File: src/rtl/axi_xbar_pkg.sv
// Shared crossbar definitions: arbiter state encoding, default parameters and a small index helper.
package axi_xbar_pkg;

    typedef enum logic {
        ST_IDLE = 1'b0,
        ST_HOLD = 1'b1
    } arbState_t;

    localparam int         DEFAULT_NUM_REQ      = 5;
    localparam logic [4:0] DEFAULT_PRIO_MASK    = 5'b00001;
    localparam int         DEFAULT_WEIGHT_BITS  = 4;
    localparam int         DEFAULT_STARVE_LIMIT = 64;

    // Next index around a ring of the given size.
    function automatic int wrapInc(input int value, input int modulus);
        return (value + 1) % modulus;
    endfunction

endpackage

File: src/rtl/axi_xbar_rr_pick.sv
// Combinational masked find-first: scans reqs&mask starting at i_start, wrapping around,
// and returns the first hit as one-hot and binary index.
module axi_xbar_rr_pick #(
    parameter int NUM_REQ  = 5,
    parameter int IDX_BITS = $clog2(NUM_REQ)
) (
    input  logic [NUM_REQ-1:0]  i_reqs,
    input  logic [NUM_REQ-1:0]  i_mask,
    input  logic [IDX_BITS-1:0] i_start,
    output logic [NUM_REQ-1:0]  o_oneHot,
    output logic [IDX_BITS-1:0] o_idx,
    output logic                o_found
);

    logic [NUM_REQ-1:0] w_masked;

    assign w_masked = i_reqs & i_mask;

    always_comb begin
        o_oneHot = '0;
        o_idx    = '0;
        o_found  = 1'b0;
        for (int k = 0; k < NUM_REQ; k++) begin
            if (!o_found && w_masked[(int'(i_start) + k) % NUM_REQ]) begin
                o_found                                  = 1'b1;
                o_oneHot[(int'(i_start) + k) % NUM_REQ]  = 1'b1;
                o_idx                                    = IDX_BITS'((int'(i_start) + k) % NUM_REQ);
            end
        end
    end

endmodule

File: src/rtl/axi_xbar_wrr_arb.sv
// Weighted round-robin crossbar arbiter with strict-priority requesters and starvation promotion.
// A grant is held for weight+1 completed transactions and never changes mid-transaction.
module axi_xbar_wrr_arb
    import axi_xbar_pkg::*;
#(
    parameter int                 NUM_REQ      = DEFAULT_NUM_REQ,
    parameter int                 IDX_BITS     = $clog2(NUM_REQ),
    parameter logic [NUM_REQ-1:0] PRIO_MASK    = NUM_REQ'(DEFAULT_PRIO_MASK),
    parameter int                 WEIGHT_BITS  = DEFAULT_WEIGHT_BITS,
    parameter int                 STARVE_LIMIT = DEFAULT_STARVE_LIMIT
) (
    input  logic                           clk,
    input  logic                           rst_n,
    input  logic [NUM_REQ-1:0]             reqs,
    input  logic [NUM_REQ*WEIGHT_BITS-1:0] weights,
    input  logic                           accept,
    input  logic                           last,
    output logic                           grant_valid,
    output logic [NUM_REQ-1:0]             grant_b,
    output logic [IDX_BITS-1:0]            grant_i
);

    localparam int CREDIT_W = WEIGHT_BITS + 1;
    localparam int WAIT_W   = $clog2(STARVE_LIMIT + 1);

    arbState_t             r_state, w_nextState;
    logic [NUM_REQ-1:0]    r_grantB, w_nextGrantB;
    logic [IDX_BITS-1:0]   r_grantI, w_nextGrantI;
    logic [IDX_BITS-1:0]   r_rrPtr, w_nextRrPtr, w_rrBase, w_rrStart;
    logic [CREDIT_W-1:0]   r_credit, w_nextCredit;
    logic [WAIT_W-1:0]     r_wait [NUM_REQ];

    logic [NUM_REQ-1:0]    w_waitSat, w_exclude, w_cand;
    logic                  w_release, w_holderPrio;
    logic [NUM_REQ-1:0]    w_promB, w_prioB, w_rrB, w_winB;
    logic [IDX_BITS-1:0]   w_promI, w_prioI, w_rrI, w_winI;
    logic                  w_promFound, w_prioFound, w_rrFound, w_winFound;
    logic [WEIGHT_BITS-1:0] w_winWeight;

    always_comb begin
        for (int k = 0; k < NUM_REQ; k++) begin
            w_waitSat[k] = (r_wait[k] == WAIT_W'(STARVE_LIMIT));
        end
    end

    // The releasing holder sits out the arbitration it triggers.
    assign w_exclude    = (r_state == ST_HOLD) ? r_grantB : '0;
    assign w_cand       = reqs & ~w_exclude;
    assign w_holderPrio = |(r_grantB & PRIO_MASK);
    assign w_rrBase     = (r_state == ST_HOLD && !w_holderPrio) ? r_grantI : r_rrPtr;
    assign w_rrStart    = IDX_BITS'(wrapInc(int'(w_rrBase), NUM_REQ));

    axi_xbar_rr_pick #(.NUM_REQ(NUM_REQ), .IDX_BITS(IDX_BITS)) u_pickProm (
        .i_reqs(w_cand), .i_mask(w_waitSat), .i_start('0),
        .o_oneHot(w_promB), .o_idx(w_promI), .o_found(w_promFound)
    );

    axi_xbar_rr_pick #(.NUM_REQ(NUM_REQ), .IDX_BITS(IDX_BITS)) u_pickPrio (
        .i_reqs(w_cand), .i_mask(PRIO_MASK), .i_start('0),
        .o_oneHot(w_prioB), .o_idx(w_prioI), .o_found(w_prioFound)
    );

    axi_xbar_rr_pick #(.NUM_REQ(NUM_REQ), .IDX_BITS(IDX_BITS)) u_pickRr (
        .i_reqs(w_cand), .i_mask(~PRIO_MASK), .i_start(w_rrStart),
        .o_oneHot(w_rrB), .o_idx(w_rrI), .o_found(w_rrFound)
    );

    assign w_winFound  = w_promFound | w_prioFound | w_rrFound;
    assign w_winB      = w_promFound ? w_promB : (w_prioFound ? w_prioB : w_rrB);
    assign w_winI      = w_promFound ? w_promI : (w_prioFound ? w_prioI : w_rrI);
    assign w_winWeight = weights[int'(w_winI)*WEIGHT_BITS +: WEIGHT_BITS];

    assign w_release = (r_state == ST_HOLD) &&
                       ((accept && last && r_credit == CREDIT_W'(1)) || (!reqs[r_grantI] && !accept));

    always_ff @(posedge clk or negedge rst_n) begin
        if (!rst_n) begin
            r_state  <= ST_IDLE;
            r_grantB <= '0;
            r_grantI <= '0;
            r_rrPtr  <= IDX_BITS'(NUM_REQ - 1);
            r_credit <= '0;
            for (int k = 0; k < NUM_REQ; k++) begin
                r_wait[k] <= '0;
            end
        end else begin
            r_state  <= w_nextState;
            r_grantB <= w_nextGrantB;
            r_grantI <= w_nextGrantI;
            r_rrPtr  <= w_nextRrPtr;
            r_credit <= w_nextCredit;
            for (int k = 0; k < NUM_REQ; k++) begin
                if (!reqs[k] || w_nextGrantB[k]) begin
                    r_wait[k] <= '0;
                end else if (!r_grantB[k] && !w_waitSat[k]) begin
                    r_wait[k] <= r_wait[k] + WAIT_W'(1);
                end
            end
        end
    end

    always_comb begin
        w_nextState = r_state;
        unique case (r_state)
            ST_IDLE: if (w_winFound) w_nextState = ST_HOLD;
            ST_HOLD: if (w_release)  w_nextState = w_winFound ? ST_HOLD : ST_IDLE;
            default: w_nextState = ST_IDLE;
        endcase
    end

    // A fresh grant reloads credit; a continuing hold spends one credit per finished transaction.
    always_comb begin
        w_nextGrantB = r_grantB;
        w_nextGrantI = r_grantI;
        w_nextCredit = r_credit;
        w_nextRrPtr  = r_rrPtr;
        if (w_release && !w_holderPrio) begin
            w_nextRrPtr = r_grantI;
        end
        if (w_nextState == ST_HOLD && (r_state == ST_IDLE || w_release)) begin
            w_nextGrantB = w_winB;
            w_nextGrantI = w_winI;
            w_nextCredit = {1'b0, w_winWeight} + CREDIT_W'(1);
        end else if (w_nextState == ST_IDLE) begin
            w_nextGrantB = '0;
            w_nextCredit = '0;
        end else if (accept && last) begin
            w_nextCredit = r_credit - CREDIT_W'(1);
        end
    end

    assign grant_valid = (r_state == ST_HOLD);
    assign grant_b     = r_grantB;
    assign grant_i     = r_grantI;

endmodule

File: config.mk
export PLATFORM = sky130hd
export DESIGN_NAME = axi_xbar_wrr_arb
export DESIGN_NICKNAME = d
export VERILOG_FILES = /design/src/rtl/axi_xbar_pkg.sv /design/src/rtl/axi_xbar_rr_pick.sv /design/src/rtl/axi_xbar_wrr_arb.sv
export SDC_FILE = /design/constraint.sdc
export NUM_CORES = 1
export LEC_CHECK = 0
export ABC_AREA = 1
export CAP_MARGIN = 20
export CORE_MARGIN = 5
export CORE_UTILIZATION = 55
export CTS_CLUSTER_SIZE = 30
export DETAILED_ROUTE_END_ITERATION = 8
export PLACE_DENSITY = 0.8
export SYNTH_ARGS = -nofsm -noshare
export SYNTH_HDL_FRONTEND = slang
export SYNTH_HIERARCHICAL = 1
export SYNTH_SLANG_ARGS = --single-unit
File: constraint.sdc
create_clock -name clk -period 6.4 [get_ports clk]
set_input_delay 1.28 -clock clk [delete_from_list [all_inputs] [get_ports clk]]
set_output_delay 1.28 -clock clk [all_outputs]
set_load 0.03 [all_outputs]
==> summary.md <==
| Metric | Value |
|---|---|
| Status | `finished, final reports clean` |
| Post-route clock period utilization | `a little over nine tenths` |
| Crit-path max cell delay | `between 0.3 and 0.4 ns` |
| I/O Pins | `38` |
| Final HPWL DP | `slightly above 20,000 µm` |
| Beginning of the critical path | `grant_b[0]` |
| WP buf/inv | `9` |
| Hold_buf cts | `0` |
| Seq cells post-synth | `52` |
| Initial Util | `55.6%` |
| ANT cells | `0` |
| Yosys warning total | `6` |
| Clock Path Buffers | `2` |
| Die ar. | `roughly 20,000 µm²` |
| All-Layer GR Usage | `about 25%` |
| Placed cells | `around 1,900` |
| Clock slew at reported path FFs | `approximately 0.070 ns` |
| HP Start | `r_wait[3]` |
| Startpoint class of the critical path | `register` |
| Initial antenna violation count | `0` |
| Post-layout min period | `6.08 ns` |
| Die H | `about 140 µm` |
| Layout area overhead | `13.8%` |
| Core area | `17,200 µm²` |
| FILL cells | `approximately 1,600` |
| Worst-margin pin slew | `about 0.76 ns` |
| TritonCTS clock tree | `yes` |
| Vias in the first global route | `9,473` |
| Multi-input gate area | `7600 µm²` |
| Maximum capacitance violations | `0` |
| Root Buffer | `clkbuf_16` |
| Top delay family on crit path | `simple AND/OR/NAND/NOR gates` |
| Seq/Total Area, Yosys | `between 10% and 20%` |
| Most frequent cells in the layout | `370 x nand2_1, 226 x inv_1, 174 x nand3_1` |
| Crit path arrival time | `between 6 and 7 ns` |
| Clk sinks | `52` |
| Largest net degree at the start of global routing | `33` |
| Post-route antenna net violation count | `0` |
| Non-Filler Instances | `between 1,500 and 2,000` |
| Mapped Cells | `approximately 1,600` |
| H-tree depth | `2` |
| CP max-delay cell | `dfrtp_1` |
| Cell taking the most area after synthesis | `nand2_1` |
| Setup Viol. Count Final | `0` |
| Vias per cell | `~5.5` |
| Count of final hold-check violations | `0` |
| First-pass GRT wire length | `roughly 43,000 µm` |
| Cell Rows | `48` |
| Rel. slew slack | `between 40% and 50%` |
| Worst-path maximum fanout | `8` |
| Vias after detailed routing | `between 10,000 and 15,000` |
| Synth unique cells | `56` |
| Routed WL per cell | `between 10 and 15 µm` |
| Number of iterations in the first detailed-routing pass | `7` |
| Share of cells above drive strength 1 | `between 10 and 15%` |
| Final net count | `about 1,800` |
| Average cell area after synthesis | `between 6 and 7 µm²` |
| Clk_skew | `0.00844 ns` |
| # port buffers | `37` |
| Routed wire length | `26,100 µm` |
| Max Fclk | `approximately 160 MHz` |
| Commonest non-fill, non-tap cell in the layout | `nand2_1` |
| Chip Width | `around 140 µm` |
| CP required | `about 6.6 ns` |
| Register area | `about 1300 µm²` |
| Synth top area share | `approximately 15%` |
| Clk_lat worst skew | `~0.30 ns` |
| HP Class | `register to register` |
| Remaining DRCs | `0` |
| Mapped cell area | `about 9500 µm²` |
| Crit. End Element | `register` |
| Slew Viols, Final | `0` |
| Worst r2r src | `grant_b[0]` |
| Total gr overflow | `0` |
| CTS buffer count | `5` |
| Initial DRC count | `between 900 and 1,000` |
| RD Place Congestion | `approximately 0.95` |
| Cell repeated most along the worst path | `nand2_1` |
| Worst setup path class | `register to register` |
| Dominant cells by area after synthesis | `nand2_1 15%, dfrtp_1 13%, ha_1 12%` |
-- sequential cells by signal, summed over array words and instances, names as in the netlist --
register	cells
grant_b	5
grant_i	3
grant_valid	1
r_credit	5
r_rrPtr	3
r_wait	35
-- cell usage after synthesis (all sizes together) --
cell type and n:
clkinv 1, a21o 1, o21bai 6, xnor2 6, nor4 10, a21oi 48, o21a 4, nand3 195
nand2 431, xor2 41, o22ai 4, and3 1, o21ai 95, nor3 33, nor2 169, dfstp 1
a22oi 7, dfrtp 51, or3b 2, o211ai 11, nand4 64, inv 251, conb 2, buf 10
a31oi 11, clkbuf 2, nor3b 1, o31ai 6, or2 8, nand3b 8, ha 95, a21boi 5
-- routing by layer --
layer | global-route usage [%] | vias up | share of wire [%]
li1 | - | 5355 | -
met1 | 33.2 | 4758 | 46
met2 | 43.0 | 348 | 47
met3 | 2.22 | 65 | 4.8
met4 | 6.62 | 0 | 2.6
met5 | 0 | - | 0
-- worst min-delay path, delay by kind of cell, from the launching register on --
family,cells,cell delay (ns)
flops,1,0.35
simple gates,2,0.11
-- kinds of logic (layout without fill, tap and decap cells) --
| logic type | Yosys count | in the layout | synth area share (%) |
|---|---|---|---|
| and+or+nand+nor | 922 | 922 | 46.2 |
| xor gates and xnor gates | 47 | 47 | 4.39 |
| AOI/OAI and AO/OA | 198 | 198 | 12.6 |
| buffers and inverters | 264 | 324 | 10.6 |
| other | 2 | 60 | 0.0787 |
| DFF | 52 | 52 | 13.6 |
| adders and majority gates | 95 | 95 | 12.5 |
-- layout make-up --
class / count / share of cell area (%)
Multi-Input combinational cell: 1322 / 70.0
Sequential cell: 52 / 12.0
Inverter: 252 / 8.71
Timing Repair Buffer: 63 / 5.14
Tap cell: 225 / 2.59
Clock buffer: 6 / 1.19
Clock inverter: 2 / 0.357
Timing Repair inverter: 1 / 0.0461
-- what timing repair did --
item | 4_1_cts | 5_1_grt
pin swaps | 1 | 14
hold endpoints to repair | 0 | 0
resized for setup | 4 | 29
setup buffers | 1 | 15
cloned | 0 | 1
endpoints found under the setup margin | 3 | 45
-- through the flow --
step / hold slack, ns / area [µm²] / utilization (%) / TNS, ns / setup WS (ns)
3_3_place_gp: 0.465 / 10400 / 60.6 / -0.0374 / -0.0374
6_report: 0.496 / 10900 / 63.2 / 0 / 0.317
3_5_place_dp: 0.466 / 10400 / 60.6 / -0.357 / -0.166
4_1_cts: 0.497 / 10600 / 61.7 / 0 / 0.00552
2_1_floorplan: 0.446 / 9760 / - / 0 / 0.188
5_1_grt: 0.512 / 10900 / 63.2 / -0.148 / -0.0949
-- final timing paths --
path	slack [ns]	cells past startpoint	endpoint
min reg2reg	0.50	2	r_wait[3]
max in group asynchronous	4.64	2	r_rrPtr[2]
max	0.32	46	r_credit[1]
max reg2reg	0.32	46	r_credit[1]
min in group asynchronous	0.93	1	r_wait[11]
min	0.50	2	r_wait[3]
Power is left out: the tool's default activity adds up to more than one toggle a clock period on the data nets, which glitch-free logic cannot reach.
